[config.mk]
export PLATFORM = sky130hd
export DESIGN_NAME = mux4_rr_arbiter
export DESIGN_NICKNAME = d
export VERILOG_FILES = /design/src/rtl/mux4_rr_arbiter.sv
export SDC_FILE = /design/constraint.sdc
export NUM_CORES = 1
export LEC_CHECK = 0
export CORE_AREA = 2 2 67 69
export DETAILED_ROUTE_END_ITERATION = 7
export DIE_AREA = 0 0 69 71
export DONT_BUFFER_PORTS = 1
export PLACE_DENSITY = 0.63
export SYNTH_ARGS = -nofsm -noshare
export SYNTH_HDL_FRONTEND = slang
export SYNTH_SLANG_ARGS = --single-unit
[constraint.sdc]
create_clock -name clk -period 1.83 [get_ports clk]
set_clock_uncertainty 0.05 [all_clocks]
set_input_delay 0.366 -clock clk [delete_from_list [all_inputs] [get_ports clk]]
set_output_delay 0.366 -clock clk [all_outputs]
set_load 0.02 [all_outputs]
[src/rtl/mux4_rr_arbiter.sv]
// Round-robin arbiter for a shared 4-input word mux. It produces a registered one-hot
// grant and a mux select, and a hold counter bounds how long one requester keeps the bus.
module mux4_rr_arbiter #(
  parameter int WORD_LENGTH = 32,
  parameter int n           = WORD_LENGTH,
  parameter int MAX_HOLD    = 8
) (
  input  logic         clk,
  input  logic         rst_n,
  input  logic [3:0]   req,
  input  logic [n-1:0] in0,
  input  logic [n-1:0] in1,
  input  logic [n-1:0] in2,
  input  logic [n-1:0] in3,
  output logic [3:0]   grant,
  output logic [1:0]   sel,
  output logic         out_valid,
  output logic [n-1:0] out
);

  localparam int HOLD_W = (MAX_HOLD > 0) ? $clog2(MAX_HOLD + 1) : 1;
  localparam logic [HOLD_W-1:0] HOLD_MAX = HOLD_W'(MAX_HOLD);

  localparam logic [0:0] IDLE = 1'b0;
  localparam logic [0:0] BUSY = 1'b1;

  logic [0:0]        state, next_state;
  logic [1:0]        ptr, next_ptr;
  logic [HOLD_W-1:0] hold_cnt, next_hold;
  logic [3:0]        next_grant;
  logic [1:0]        next_sel;
  logic              next_valid;
  logic [3:0]        others;
  logic [1:0]        winner;
  logic              take_new;
  logic              go_idle;

  // Scan base+1, base+2, base+3, base: the last granted index comes last.
  function automatic logic [1:0] rr_pick(input logic [3:0] r, input logic [1:0] base);
    logic [1:0] idx;
    logic       found;
    rr_pick = base;
    found   = 1'b0;
    for (int k = 1; k <= 4; k++) begin
      idx = base + 2'(k);
      if (!found && r[idx]) begin
        rr_pick = idx;
        found   = 1'b1;
      end
    end
  endfunction

  assign others = req & ~grant;
  assign winner = rr_pick(others, ptr);

  always_comb begin
    take_new = 1'b0;
    go_idle  = 1'b0;
    case (state)
      IDLE: take_new = |req;
      BUSY: begin
        if (!req[sel]) begin
          take_new = |others;
          go_idle  = ~(|others);
        end else if ((MAX_HOLD != 0) && (hold_cnt == HOLD_MAX) && (|others)) begin
          take_new = 1'b1;
        end
      end
      default: go_idle = 1'b1;
    endcase
  end

  always_comb begin
    next_state = state;
    next_ptr   = ptr;
    next_grant = grant;
    next_sel   = sel;
    next_valid = out_valid;
    next_hold  = hold_cnt;
    if (take_new) begin
      next_state = BUSY;
      next_ptr   = winner;
      next_sel   = winner;
      next_grant = 4'b0001 << winner;
      next_valid = 1'b1;
      next_hold  = HOLD_W'(1);
    end else if (go_idle) begin
      next_state = IDLE;
      next_grant = 4'b0000;
      next_valid = 1'b0;
      next_hold  = '0;
    end else if ((state == BUSY) && (hold_cnt < HOLD_MAX)) begin
      next_hold = hold_cnt + HOLD_W'(1);
    end
  end

  // ptr resets to 3 so requester 0 is first in line after reset.
  always_ff @(posedge clk or negedge rst_n) begin
    if (!rst_n) begin
      state     <= IDLE;
      ptr       <= 2'd3;
      hold_cnt  <= '0;
      grant     <= 4'b0000;
      sel       <= 2'd0;
      out_valid <= 1'b0;
    end else begin
      state     <= next_state;
      ptr       <= next_ptr;
      hold_cnt  <= next_hold;
      grant     <= next_grant;
      sel       <= next_sel;
      out_valid <= next_valid;
    end
  end

  always_comb begin
    out = '0;
    if (out_valid) begin
      case (sel)
        2'd0:    out = in0;
        2'd1:    out = in1;
        2'd2:    out = in2;
        default: out = in3;
      endcase
    end
  end

endmodule
# Yosys cells after proc, flatten, opt, wreduce, memory -nomap -nowiden
# Cells that the tools add are included.
# W data, S select, Z words.
[word_totals] register_bits=13 output_inout_bits=39 word_cells=67
[classes] addsub=4 magnitude_cmp=6 n_eq_ne=3 shift=1 muxes=31 bitwise=4 reduce_logical=13
[op_table] operator="$pmux W32 S3" n=1
[op_table] operator="$mux W32" n=1
[op_table] operator="$mux W4" n=5
[op_table] operator="$lt A2 B3 Y1 const B" n=5
[op_table] operator="$mux W1" n=14
[op_table] operator="$bmux W1 S2" n=5
[op_table] operator="$mux W2" n=4
[op_table] operator="$reduce_or A4 Y1" n=2
[op_table] operator="$logic_and A1 B1 Y1" n=5
[op_table] operator="$add A2 B2 Y2 const B" n=2
[op_table] operator="$add A4 B1 Y4 const B" n=1
[op_table] operator="$and A4 B4 Y4" n=1
[op_table] operator="$eq A4 B4 Y1 const B" n=1
[op_table] operator="$lt A4 B4 Y1 const B" n=1
[op_table] operator="$not A4 Y4" n=1
[op_table] operator="$shl A1 B2 Y4 const A" n=1
[op_table] operator="$logic_not A1 Y1" n=3
[op_table] operator="$reduce_bool A3 Y1" n=1
[op_table] operator="$add A2 B1 Y2 const B" n=1
[op_table] operator="$eq A2 B1 Y1 const B" n=1
[op_table] operator="$eq A2 B2 Y1 const B" n=1
[op_table] operator="$logic_not A2 Y1" n=1
[op_table] operator="$not A1 Y1" n=2
[op_table] operator="$pmux W1 S2" n=1
[op_table] operator="$reduce_bool A2 Y1" n=1

# Depth between registers and ports, before layout
# Gate-level depths: netlist of run 1.
[logic_depth] depth_word=16 ltp_mapped=7 mapped_depth_nobuf=7

# Worst setup path after synthesis of run 1
# OpenSTA, ideal clock, no wires.
[synth_path] kind="register -> output" start="reg sel[0]" end="out out[10]" t_arrival_ps=1828 required_time_ps=1414 slack_ps=-414 stages_incl_launch_ff=5 n_path_buf=2 cell_sequence="dfrtp_1 > clkbuf_1 > buf_2 > mux4_2 > and2_1"
[synth_via] elab_chain_len=3 word_cells_on_any_way=5
[synth_lines] item="start: declaration" line="16" text="output logic [1:0] sel,"
[synth_lines] item="start signal: assignment" line="111" text="sel <= next_sel;"
[synth_lines] item="$eq A2 B2 Y1, or another cell as far along" line="119" text="case (sel)"
[synth_lines] item="$pmux W32 S3 (*)" line="119"
[synth_lines] item="$mux W32 (*)" line="118" text="if (out_valid) begin"
[synth_lines] item="end: declaration" line="18" text="output logic [n-1:0] out"
# Mark *: on every way between the ends. The rest lies on a longest branch, timed or not.

# Final worst setup path of run 1
[layout_path] start="reg sel[0]" end="out out[31]"
# The elaborated chain is that of the path after synthesis.

==> results by stage, run 1 <==
Pwr:
- The switching power of the nets is about 2100 uW.
- The combinational power share is about 80%.
- The cell area power density is 2150 mW/mm^2.
- The switching power share of the total is 45.0%.
- For this design the static power due to leakage is 0.000846 uW.
- The portion of total power attributed to sequential cells is 12.3%.
- The clock network fraction of design power is 5.5%.
- The internal power contribution is 2540 uW.
- The maximum VDD drop is 1.11 mV.
- Summing internal, switching and leakage power gives 4620 uW.

Synthesis:
- The flop and latch count out of synthesis is 13.
- Sequential cells were found to cover 19.0% of the synthesized design area.
- Synthesis produced roughly 150 cells.
- The synthesized-area fraction occupied by ao, oa, aoi and oai cells is 10.7%.
- Counting flops with a built-in enable in the synthesized netlist gives 0.
- After synthesis, the largest area contributor takes up 43.1% of total cell area.
- The adder-cell area share of the yosys netlist is 1.45%.
- The fraction of registers with async set/reset is 100%.
- After synthesis, the largest family of logic cells by area is multiplexers.
- In the post-synthesis netlist, the biggest area contributors are sky130_fd_sc_hd__mux4_2 43%, sky130_fd_sc_hd__dfrtp_1 16%, sky130_fd_sc_hd__and2_1 12%.
- The Yosys step of the flow raised 0 warnings.
- The synthesized design spends more area on one cell type than any other, namely sky130_fd_sc_hd__mux4_2.
- The synthesized area is approximately 0.0017 mm^2.
- The number of different library cells used by synthesis comes to 36.
- The xor and xnor area share after synthesis is 1.02%.
- Summing the areas of all and, or, nand and nor instances in the mapped netlist gives 20.2% of the synthesized area.
- The most frequently used flop master after synthesis is sky130_fd_sc_hd__dfrtp_1.
- After synthesis, the mean cell area works out to 11.7 um^2.
- When the netlist entered floorplanning its net count stood at 284.
- In the synthesized netlist, mux cells make up 43.1% of the area.

Hold path:
- The critical hold path startpoint is req[1].
- The type of the worst min-delay path is in -> reg.

Drt:
- The number of nets with antenna violations after routing is 0.
- The via count of the routed design is 1467.
- The DRC violation count after routing is 0.
- The number of detailed-route iterations in the first pass is 4.
- The overall routed net length is 5800 um.
- After detailed routing, the average wire length per cell comes to 27.5 um.
- The ratio of routed vias to standard cells is 6.95.
- The DRC marker count from the first detailed-route iteration is 40.

Finish:
- The multi-input combinational cells in the finished layout cover a total of about 0.0015 mm^2.
- After the flow finishes, the layout carries non-filler instances totaling 211.
- The number of fill cells in the layout is 364.
- For this run, the post-layout net count is 296.
- Summing all flip-flop and latch instances after layout gives 330 um^2.
- The ratio of cells with drive above 1 in the final layout is between 60 and 70%.
- Compared with the post-synthesis result, the final layout area differs by 24.4%.
- Cells fill 51.1% of the core in the end.
- The repair_antennas step left the layout with diodes totalling 0.

Clocking:
- Clock tree synthesis selected as its root buffer the cell sky130_fd_sc_hd__clkbuf_8.
- The clock-pin slew of the registers on the worst-case setup and hold paths is roughly 0.050 ns.
- The clock tree from TritonCTS is done.
- The clock passes through at most 2 buffers.
- The clock latency on the worst-skew pair is 0.25 ns.
- The total CTS buffers is 3.
- The clock sink count is 13.
- CTS built an H-tree with a depth of 1.

Placement:
- In this run the tool buffered the top-level ports with 0 buffer cells.
- The half-perimeter wire length after detailed placement is approximately 4800 um.
- The number of placed instances, taps included is 200.
- Routability-driven placement finished with a final weighted congestion of 0.949.

Worst setup path:
- The most critical setup path has its startpoint at sel[0].
- Data on the critical path is required at its endpoint by 1.41 ns.
- Data arrives at the worst endpoint at 1.62 ns.
- The slowest stage of the critical path belongs to the cell sky130_fd_sc_hd__mux4_2.
- The largest single stage delay on the critical path is 0.54 ns.
- The critical path contains buffers and inverters numbering 2 combined.
- STA classifies the critical path startpoint as a flop.
- The worst setup path is of the reg -> out kind.
- The maximum net fanout on the critical path is 4.
- The launch instance of the worst register-to-register path is sel[0].
- The gate family responsible for the most delay along the worst path is multiplexers.
- The worst setup path is captured at an output pin.
- The signal on the critical path passes through buf_12 > buf_8 > mux4_2 > and2_4.

Timing:
- Setup violations remaining at the end of the flow were counted as 40.
- Setup repair after global routing could not meet its margin everywhere.
- The final-report hold violation count is 0.
- Static timing analysis puts the maximum clock frequency at 492 MHz.
- The transition time of the tightest slew-check pin is 0.619 ns.
- The final max-slew violation count is 0.
- Setup slack on the critical path of the routed design comes to -0.204 ns.
- Headroom to the max-slew limit came out at 58.6%.
- Dividing the final minimum period by the clock period gives 111%.
- The tightest hold path in the finished design has a slack of ~0.4 ns.
- For the finished layout, the period the worst path requires is between 2 and 2.5 ns.

Outcome:
- The checks that failed: setup timing.
- The run finished, with violations left.

GRT:
- The first global-routing pass estimated about 8500 um of wire.
- Entering global routing, the biggest net connects 40 pins.
- The initial antenna violation count was 0.
- The total congestion overflow after global routing is 0.
- The number of global-route vias before repair is approximately 1600.
- The all-layer global routing usage is 22.2%.

Floorplanning:
- The number of placed I/O pins is between 150 and 200.
- The initial core utilization is about two fifths.
- The total number of placement rows is 24.
- In this run the vertical extent of the chip is 71 um.
- The die covers between 0.004 and 0.005 mm^2.
- The floorplan die width is between 60 and 70 um.
- The core region is 0.00420 mm^2.

Flow run:
- The number of max-cap violations is 0.
## state kept, by name (all words and copies together) (netlist names)
register,flops
ptr,2
state,1
grant,4
hold_cnt,4
sel,2
## cells in the final DEF (no fill, tap or decap), types with 2 or more instances in the layout
cell / synthesis / layout
sky130_fd_sc_hd__a21oi_1: 3 / 3
sky130_fd_sc_hd__a41oi_1: 2 / 2
sky130_fd_sc_hd__and2_4: 0 / 32
sky130_fd_sc_hd__buf_12: 0 / 4
sky130_fd_sc_hd__buf_4: 0 / 11
sky130_fd_sc_hd__buf_6: 1 / 3
sky130_fd_sc_hd__clkbuf_8: 0 / 3
sky130_fd_sc_hd__dfrtp_1: 11 / 9
sky130_fd_sc_hd__dfrtp_2: 0 / 2
sky130_fd_sc_hd__dfstp_2: 2 / 2
sky130_fd_sc_hd__ha_1: 2 / 2
sky130_fd_sc_hd__inv_1: 5 / 5
sky130_fd_sc_hd__mux4_2: 33 / 33
sky130_fd_sc_hd__nand2_1: 3 / 2
sky130_fd_sc_hd__nand2_4: 1 / 2
sky130_fd_sc_hd__nand2b_1: 2 / 2
sky130_fd_sc_hd__nor2_1: 9 / 8
sky130_fd_sc_hd__nor2b_1: 4 / 4
sky130_fd_sc_hd__o21a_1: 4 / 4
sky130_fd_sc_hd__o2bb2ai_2: 0 / 2
## cells in the mapped netlist, types with 2 or more instances
library cell and n:
sky130_fd_sc_hd__o21a_1 4, sky130_fd_sc_hd__clkbuf_1 9, sky130_fd_sc_hd__dfstp_2 2, sky130_fd_sc_hd__dfrtp_1 11, sky130_fd_sc_hd__a41oi_1 2, sky130_fd_sc_hd__nand2_1 3, sky130_fd_sc_hd__o2bb2ai_1 3, sky130_fd_sc_hd__nor2b_1 4
sky130_fd_sc_hd__o22ai_1 2, sky130_fd_sc_hd__nand2b_1 2, sky130_fd_sc_hd__buf_2 3, sky130_fd_sc_hd__mux4_2 33, sky130_fd_sc_hd__a21oi_1 3, sky130_fd_sc_hd__nor2_1 9, sky130_fd_sc_hd__ha_1 2, sky130_fd_sc_hd__inv_1 5
sky130_fd_sc_hd__and2_1 32
## cells by family after synthesis
family                     Yosys count
adders and majority gates            2
DFF                                 13
xor gates and xnor gates             2
muxes                               33
AOI/OAI and AO/OA                   22
buffers and inverters               18
and+or+nand+nor                     58
## worst paths after layout
path	cells after the start	slack, ns	end
min in group asynchronous	1	0.53	grant[1]
worst min register to register	2	0.51	hold_cnt[3]
max in group asynchronous	1	0.76	sel[0]
worst max register to register	8	-0.06	sel[0]
worst min-delay path	3	0.39	state
worst max-delay path	4	-0.20	out[31]
## per-stage QoR
step | instance area, um^2 | setup slack [ns] | setup TNS (ns)
final | 2150 | -0.204 | -5.47
after floorplan | 1820 | -0.189 | -1.82
after detailed placement | 1900 | -0.0190 | -0.0378
after global placement | 1900 | -0.0342 | -0.0342
after global routing | 2150 | -0.251 | -7.88
after CTS | 2120 | -0.215 | -6.46
## repair_timing
item	in CTS	in global routing
hold buffers	1	0
buffers inserted	6	1
endpoints found under the setup margin	36	44
pin swaps	1	2
gates cloned	1	0
endpoints found under the hold margin	13	0
resized for setup	41	10
## worst min-delay path: stages
cell and delay (ns):
sky130_fd_sc_hd__nor2_1 0.03, sky130_fd_sc_hd__buf_4 0.14, sky130_fd_sc_hd__nor2_1 0.10
## metal layers
| layer | vias up | GRT usage [%] | wire length (um) |
|---|---|---|---|
| li1 | 600 | - | - |
| met1 | 745 | 25.2 | 1920 |
| met2 | 98 | 38.2 | 3090 |
| met3 | 24 | 6.84 | 575 |
| met4 | 0 | 10.9 | 224 |
| met5 | - | 0 | 0 |
## final cells by class
cell class | count | share of cell area [%]
multi-input cells | 117 | 68.3
flip-flops and latches | 13 | 15.4
repair buffers | 20 | 10.3
well taps | 52 | 3.03
clock buffers | 4 | 2.10
inverters | 5 | 0.874
## power groups by stage
stage	combinational, uW	clock [uW]	sequential [uW]
after floorplan	2810	0	576
after global placement	3150	0	568
after detailed placement	3200	0	577
after CTS	3770	260	559
after global routing	4030	270	580
final	3800	253	567
Power figures use the tool's default switching activity.
==> inputs of run 2 (changes only) <==
TNS_END_PERCENT = 1   (was default)
==> run 2 against run 1 <==
The flow still finishes with violations (setup timing). Worst hold slack better by 0.0038 ns. Core utilization down 0.92 points. Clock-buffer cell count did not move. Worst setup slack improved by 0.015 ns. Sequential power is 2% lower. Non-clock buffer count decreased by 3. Sequential cell count did not move. Final cell count decreased by 1.4%. Clock power about the same. First-iteration DRC count is 38% higher. Critical endpoint is now out[6]. Largest power group unchanged.
==> results by stage, run 2 (same netlist as run 1, synthesis figures left out) <==
Drt:
- The via count of the routed design was 1403 (-4.4%).
- The number of nets with antenna violations after routing is 0 (unchanged).
- The average detailed-routed wire length per instance came to 28.1 um (+2.2%).
- The ratio of routed vias to standard cells was 6.75 (-3.0%).
- The overall routed net length is 5840 um (+0.71%).
- The DRC violation count after routing came to 0 (unchanged).
- The number of detailed-route iterations in the first pass was 4 (unchanged).
- The DRC marker count from the first detailed-route iteration is 55 (+38%).

Timing:
- The fmax was 495 MHz (+0.72%).
- The number of setup violations in the final report was 40 (unchanged).
- The worst max-slew margin expressed relative to the limit is 58.3% (-0.30 points).
- Setup repair after global routing could not meet its margin everywhere.
- The worst hold slack across all endpoints is 0.394 ns (+0.00380 ns).
- The post-layout worst setup margin came to -0.190 ns (+0.0145 ns).
- The final max-slew violation count came to 0 (unchanged).
- The transition time of the tightest slew-check pin was 0.624 ns (+0.00453 ns).
- The final-report hold violation count is 0 (unchanged).
- The share of the cycle needed by the critical path after routing is 110% (-0.80 points).
- The final period demand of the worst path is 2.02 ns (-0.0145 ns).

Clocking:
- The clock latency on the worst-skew pair is 0.24 ns (about the same).
- The maximum clock insertion buffer count is 2 (unchanged).
- The tree is rooted in a sky130_fd_sc_hd__clkbuf_8.
- The clock sink count is 13 (unchanged).
- The clock-pin slew of the registers on the worst-case setup and hold paths is 0.06 ns (about the same).
- The total CTS buffers is 3 (unchanged).
- The clock tree from TritonCTS is done.
- The deepest level of the CTS H-tree is 1 (unchanged).

Worst setup path:
- The maximum net fanout on the critical path is 9 (+5).
- By startpoint and endpoint, the worst setup path is classified as reg -> out.
- The data arrival time of the critical path is 1.60 ns (-0.02 ns).
- The gate family responsible for the most delay along the worst path is multiplexers.
- The buffers plus inverters on the worst setup path is 2 (unchanged).
- The critical path goes through buf_12 > buf_12 > mux4_2 > and2_4.
- The required time of the critical path came to 1.41 ns (about the same).
- The delay of the slowest cell on the worst path is 0.52 ns (-0.02 ns).
- The worst-path cell with the longest stage delay is sky130_fd_sc_hd__mux4_2.
- The worst setup path is launched from a flop.
- The worst setup path is captured at an output pin.
- The library cell appearing most often on the critical path is sky130_fd_sc_hd__buf_12.

Outcome:
- The final reports fail on setup timing.
- The flow ran to the end, but the final reports show violations.

Flow run:
- The number of max-cap violations is 0 (unchanged).

Finish:
- The most frequent standard cell in the layout excluding fill and tap cells is sky130_fd_sc_hd__mux4_2.
- Leaving out fill and tap cells, the most frequent cells in the layout are 33 x sky130_fd_sc_hd__mux4_2, 31 x sky130_fd_sc_hd__and2_4, 9 x sky130_fd_sc_hd__nor2_1, 9 x sky130_fd_sc_hd__dfrtp_1, 8 x sky130_fd_sc_hd__buf_4.
- The ratio of cells with drive above 1 in the final layout came to 62.8% (-2.0 points).
- The area overhead of the layout relative to synthesis is 22.2%.
- The final core utilization is 50.1% (-0.92 points).
- The post-layout net count was 293 (-1.0%).
- The largest registers in the layout are grant: 4 flops, hold_cnt: 4 flops.
- The number of diodes is 0 (unchanged).

GRT:
- The number of global-route vias before repair came to 1450 (-11%).
- The first-pass GRT wire length is 8450 um (-0.81%).
- The total congestion overflow after global routing came to 0 (unchanged).
- The initial antenna violation count is 0 (unchanged).
- The all-layer global routing usage is 22.3% (+0.071 points).
- The maximum number of pins on one net before global-route repair is 40 (unchanged).

Placement:
- The count of input and output buffers is 0 (unchanged).
- The half-perimeter wire length after detailed placement was 4890 um (+2.9%).
- The weighted congestion at the end of routability-driven global placement is 0.881 (-7.2%).

Pwr:
- The cell area power density was 2140 mW/mm^2 (-0.58%).
- The maximum VDD drop was 0.905 mV (-19%).
- The leakage power is 0.000823 uW (-2.8%).

Hold path:
- The worst hold path belongs to the class in -> reg.

Floorplanning:
- The die footprint is 0.00490 mm^2 (unchanged).
- The total number of placement rows is 24 (unchanged).
- The y dimension of the die is 71 um (unchanged).
- The floorplan die width was 69 um (unchanged).
- The area of the placeable core is 0.00420 mm^2 (unchanged).
- The number of placed I/O pins came to 173 (unchanged).
- The initial core utilization is 41.0% (unchanged).
## run 2: power breakdown
group	internal [uW]	total (uW)	switching [uW]
clock	154	255	101
sequential	429	558	129
combinational	1920	3700	1780
total	2500	4510	2010
## run 2: path summary, 6_finish.rpt
kind / startpoint / to / slack (ns) / cells after the start
max in group asynchronous: rst_n / sel[1] / 0.76 / 1
worst min register to register: hold_cnt[3] / hold_cnt[3] / 0.48 / 2
worst min-delay path: req[1] / state / 0.39 / 3
worst max-delay path: sel[0] / out[6] / -0.19 / 4
min in group asynchronous: rst_n / grant[1] / 0.53 / 1
worst max register to register: sel[0] / sel[1] / -0.08 / 8
## run 2: worst min-delay path, stage by stage
cell and delay (ns):
sky130_fd_sc_hd__nor2_1 0.08, sky130_fd_sc_hd__buf_4 0.14, sky130_fd_sc_hd__nor2_1 0.05
## run 2: layer usage
layer	global-route usage [%]	part of all wire (%)
met3	5.70	6.9
met1	28.5	39
met2	37.7	53
met5	0	0
met4	6.54	1.7
## run 2: per-stage QoR
step | worst slack (ns) | area [um^2] | TNS [ns] | cells | total power (uW)
2_1_floorplan | -0.189 | 1740 | -6.52 | 148 | 3070
3_3_place_gp | 0.0287 | 1840 | 0 | 198 | 3470
3_5_place_dp | 0.00593 | 1840 | 0 | 198 | 3550
4_1_cts | -0.201 | 2100 | -6.36 | 208 | 4520
5_1_grt | -0.233 | 2110 | -8.11 | 208 | 4760
6_report | -0.190 | 2110 | -5.79 | 208 | 4510
## run 2: timing repair
| item | 4_1_cts | 5_1_grt |
|---|---|---|
| pin swaps | 0 | 0 |
| endpoints found under the hold margin | 13 | 0 |
| hold buffers | 1 | 0 |
| endpoints found under the setup margin | 33 | 41 |
| resized for setup | 69 | 4 |
| gates cloned | 2 | 0 |
| setup buffers | 3 | 0 |
## run 2: final cells by class
class	count	area, um^2
Clock buffer	4	45.0
Timing Repair Buffer	17	219
Fill cell	377	2100
Inverter	5	18.8
Sequential cell	13	330
Tap cell	52	65.1
Multi-Input combinational cell	117	1430
==> inputs of run 3 (changes only) <==
==> constraint.sdc (replaced) <==
create_clock -name clk -period 1.83 [get_ports clk]
set_clock_uncertainty 0.05 [all_clocks]
set_input_delay 0.0915 -clock clk [delete_from_list [all_inputs] [get_ports clk]]
set_output_delay 0.0915 -clock clk [all_outputs]
set_load 0.02 [all_outputs]
==> run 3 against run 2 <==
The run still ends with setup timing left. Design area is 8.3% lower. Sequential cell count stayed put. Worst hold slack worse by 0.36 ns. First-iteration DRC count is 62% higher. Non-clock buffer count is 5 lower.
==> results by stage, run 3 (same netlist as run 1, synthesis figures left out) <==
Hold path:
- In this run the worst hold path is classified as in -> reg.

Finish:
- In the final layout, the registers with the most flip-flops are grant: 4 flops, hold_cnt: 4 flops.
- The number of diodes was 0 (unchanged).
- The top cell types in the final layout, fill and taps aside, are 33 x sky130_fd_sc_hd__mux4_2, 32 x sky130_fd_sc_hd__and2_1, 9 x sky130_fd_sc_hd__nor2_1, 9 x sky130_fd_sc_hd__dfrtp_1, 8 x sky130_fd_sc_hd__buf_4.
- The area overhead of the layout relative to synthesis is 12.0%.
- The ratio of cells with drive above 1 in the final layout is 39.7% (-23 points).
- The final core utilization is 46.0% (-4.2 points).
- The number of fill cells in the layout is 404 (+7.2%).
- The most frequent standard cell in the layout excluding fill and tap cells is sky130_fd_sc_hd__mux4_2.
- The post-layout net count was 288 (-1.7%).

Worst setup path:
- The required time of the critical path is 1.92 ns (+0.51 ns).
- The critical path capture point type is a flop.
- The nature of the critical path startpoint is a flop.
- The classification of the worst setup path is reg -> reg.
- The data arrival time of the critical path came to 1.98 ns (+0.38 ns).
- The maximum net fanout on the critical path was 8 (-1).

Timing:
- The final-report hold violation count was 0 (unchanged).
- The worst max-slew margin expressed relative to the limit is 59.9% (+1.6 points).
- Setup repair after global routing could not meet its margin everywhere.
- The share of the cycle needed by the critical path after routing is 103% (-7.2 points).
- The final max-slew violation count came to 0 (unchanged).
- The final period demand of the worst path is 1.89 ns (-0.131 ns).
- The transition time of the tightest slew-check pin was 0.600 ns (-0.0240 ns).
- The fmax is 529 MHz (+6.9%).
- The post-layout worst setup margin is -0.0590 ns (+0.131 ns).
- The number of setup violations in the final report was 25 (-38%).

Floorplanning:
- The area of the placeable core was 0.00420 mm^2 (unchanged).
- The y dimension of the die is 71 um (unchanged).
- The number of placed I/O pins is 173 (unchanged).
- The die footprint came to 0.00490 mm^2 (unchanged).
- The initial core utilization was 41.0% (unchanged).
- The floorplan die width is 69 um (unchanged).
- The total number of placement rows is 24 (unchanged).

Pwr:
- The internal power contribution is 1980 uW (-21%).
- The maximum VDD drop was 1.08 mV (+19%).
- The cell area power density is 2040 mW/mm^2 (-4.6%).
- The leakage power is 0.000708 uW (-14%).
- The clock network fraction of design power is 6.6% (+1.0 points).
- The portion of total power attributed to sequential cells is 14.4% (+2.0 points).
- The combinational power share is 79.0% (-3.0 points).
- The switching power share of the total is 49.9% (+5.3 points).
- The switching power of the nets is 1970 uW (-2.2%).

GRT:
- The maximum number of pins on one net before global-route repair came to 40 (unchanged).
- The first-pass GRT wire length is 8650 um (+2.4%).
- The initial antenna violation count came to 0 (unchanged).
- The number of global-route vias before repair is 1512 (+4.3%).
- The total congestion overflow after global routing is 0 (unchanged).
- The all-layer global routing usage is 22.9% (+0.60 points).

Outcome:
- The checks that failed: setup timing.
- The run finished, with violations left.

Drt:
- The overall routed net length was 5970 um (+2.2%).
- The DRC violation count after routing came to 0 (unchanged).
- The DRC marker count from the first detailed-route iteration is 89 (+62%).
- The number of nets with antenna violations after routing came to 0 (unchanged).
- The via count of the routed design came to 1416 (+0.93%).
- The ratio of routed vias to standard cells came to 6.98 (+3.4%).
- The number of detailed-route iterations in the first pass was 4 (unchanged).
- The average detailed-routed wire length per instance is 29.4 um (+4.7%).

Placement:
- The half-perimeter wire length after detailed placement was 4860 um (-0.61%).
- The count of input and output buffers is 0 (unchanged).
- The weighted congestion at the end of routability-driven global placement is 0.877 (-0.47%).
- The placement-stage worst setup slack is -0.0591 ns (-0.0650 ns).

Clocking:
- TritonCTS built the clock tree.
- The clock-pin slew of the registers on the worst-case setup and hold paths is 0.05 ns (about the same).
- The clock tree root driver cell is sky130_fd_sc_hd__clkbuf_8.
- The total CTS buffers was 3 (unchanged).
- The deepest level of the CTS H-tree came to 1 (unchanged).
- The clock sink count is 13 (unchanged).
- The maximum clock insertion buffer count came to 2 (unchanged).
- The clock latency on the worst-skew pair is 0.24 ns (about the same).

Flow run:
- The number of max-cap violations is 0 (unchanged).
## run 3: cell count changes in the layout (fill, tap and decap cells not counted), sizes merged
cell  delta
buf      -5
## run 3: layout make-up
type / instances / area, um^2 / share of cell area, %
timing repair buffer: 12 / 129 / 6.67
sequential: 13 / 330 / 17.1
inverter: 5 / 18.8 / 0.971
tap: 52 / 65.1 / 3.37
multi-input combinational: 117 / 1350 / 69.6
clock buffer: 4 / 45.0 / 2.33
## run 3: metal layers
| metal | global-route usage, % | vias to the layer above | share of wire, % |
|---|---|---|---|
| met4 | 3.92 | 0 | 0.69 |
| met3 | 5.70 | 4 | 8.7 |
| met5 | 0 | - | 0 |
| li1 | - | 586 | - |
| met1 | 30.7 | 736 | 39 |
| met2 | 38.5 | 90 | 52 |
## run 3: path summary, 6_finish.rpt
path / start / end / slack [ns] / cells past startpoint
hold reg to reg: hold_cnt[3] / hold_cnt[3] / 0.50 / 2
setup / recovery: sel[1] / sel[1] / -0.06 / 6
min in group asynchronous: rst_n / grant[3] / 0.24 / 1
max in group asynchronous: rst_n / sel[0] / 1.06 / 1
setup reg to reg: sel[1] / sel[1] / -0.06 / 6
hold / removal: req[1] / state / 0.03 / 2
## run 3: what timing repair did
item / CTS / global route
buffers inserted: 0 / 2
endpoints found under the hold margin: 13 / 0
gates resized for setup: 6 / 1
hold buffers: 1 / 0
endpoints found under the setup margin: 39 / 41
cloned: 1 / 0
## run 3: critical path, stage by stage (launching register included)
cell and delay, ns:
sky130_fd_sc_hd__dfrtp_2 0.37, sky130_fd_sc_hd__mux4_2 0.54, sky130_fd_sc_hd__and3_4 0.21, sky130_fd_sc_hd__a311oi_4 0.23, sky130_fd_sc_hd__buf_6 0.19, sky130_fd_sc_hd__nand2_2 0.06
sky130_fd_sc_hd__o21a_1 0.11
## run 3: stage by stage
stage	cells	setup TNS (ns)	total power (uW)	hold slack [ns]	instance area (um^2)
3_5_place_dp	195	-0.138	3480	-0.254	1810
5_1_grt	203	-2.53	4170	0.0434	1930
3_3_place_gp	195	0	3370	-0.254	1810
2_1_floorplan	148	-1.82	3040	-0.254	1730
4_1_cts	201	-0.649	3910	0.0233	1910
6_report	203	-0.586	3950	0.0331	1930
## run 3: power by group through the flow
stage	Clock, uW	Combinational (uW)	Sequential, uW
floorplan	0	2470	572
global route	284	3300	586
finish	259	3120	570
detailed placement	0	2920	559
global placement	0	2830	545
CTS	268	3080	571
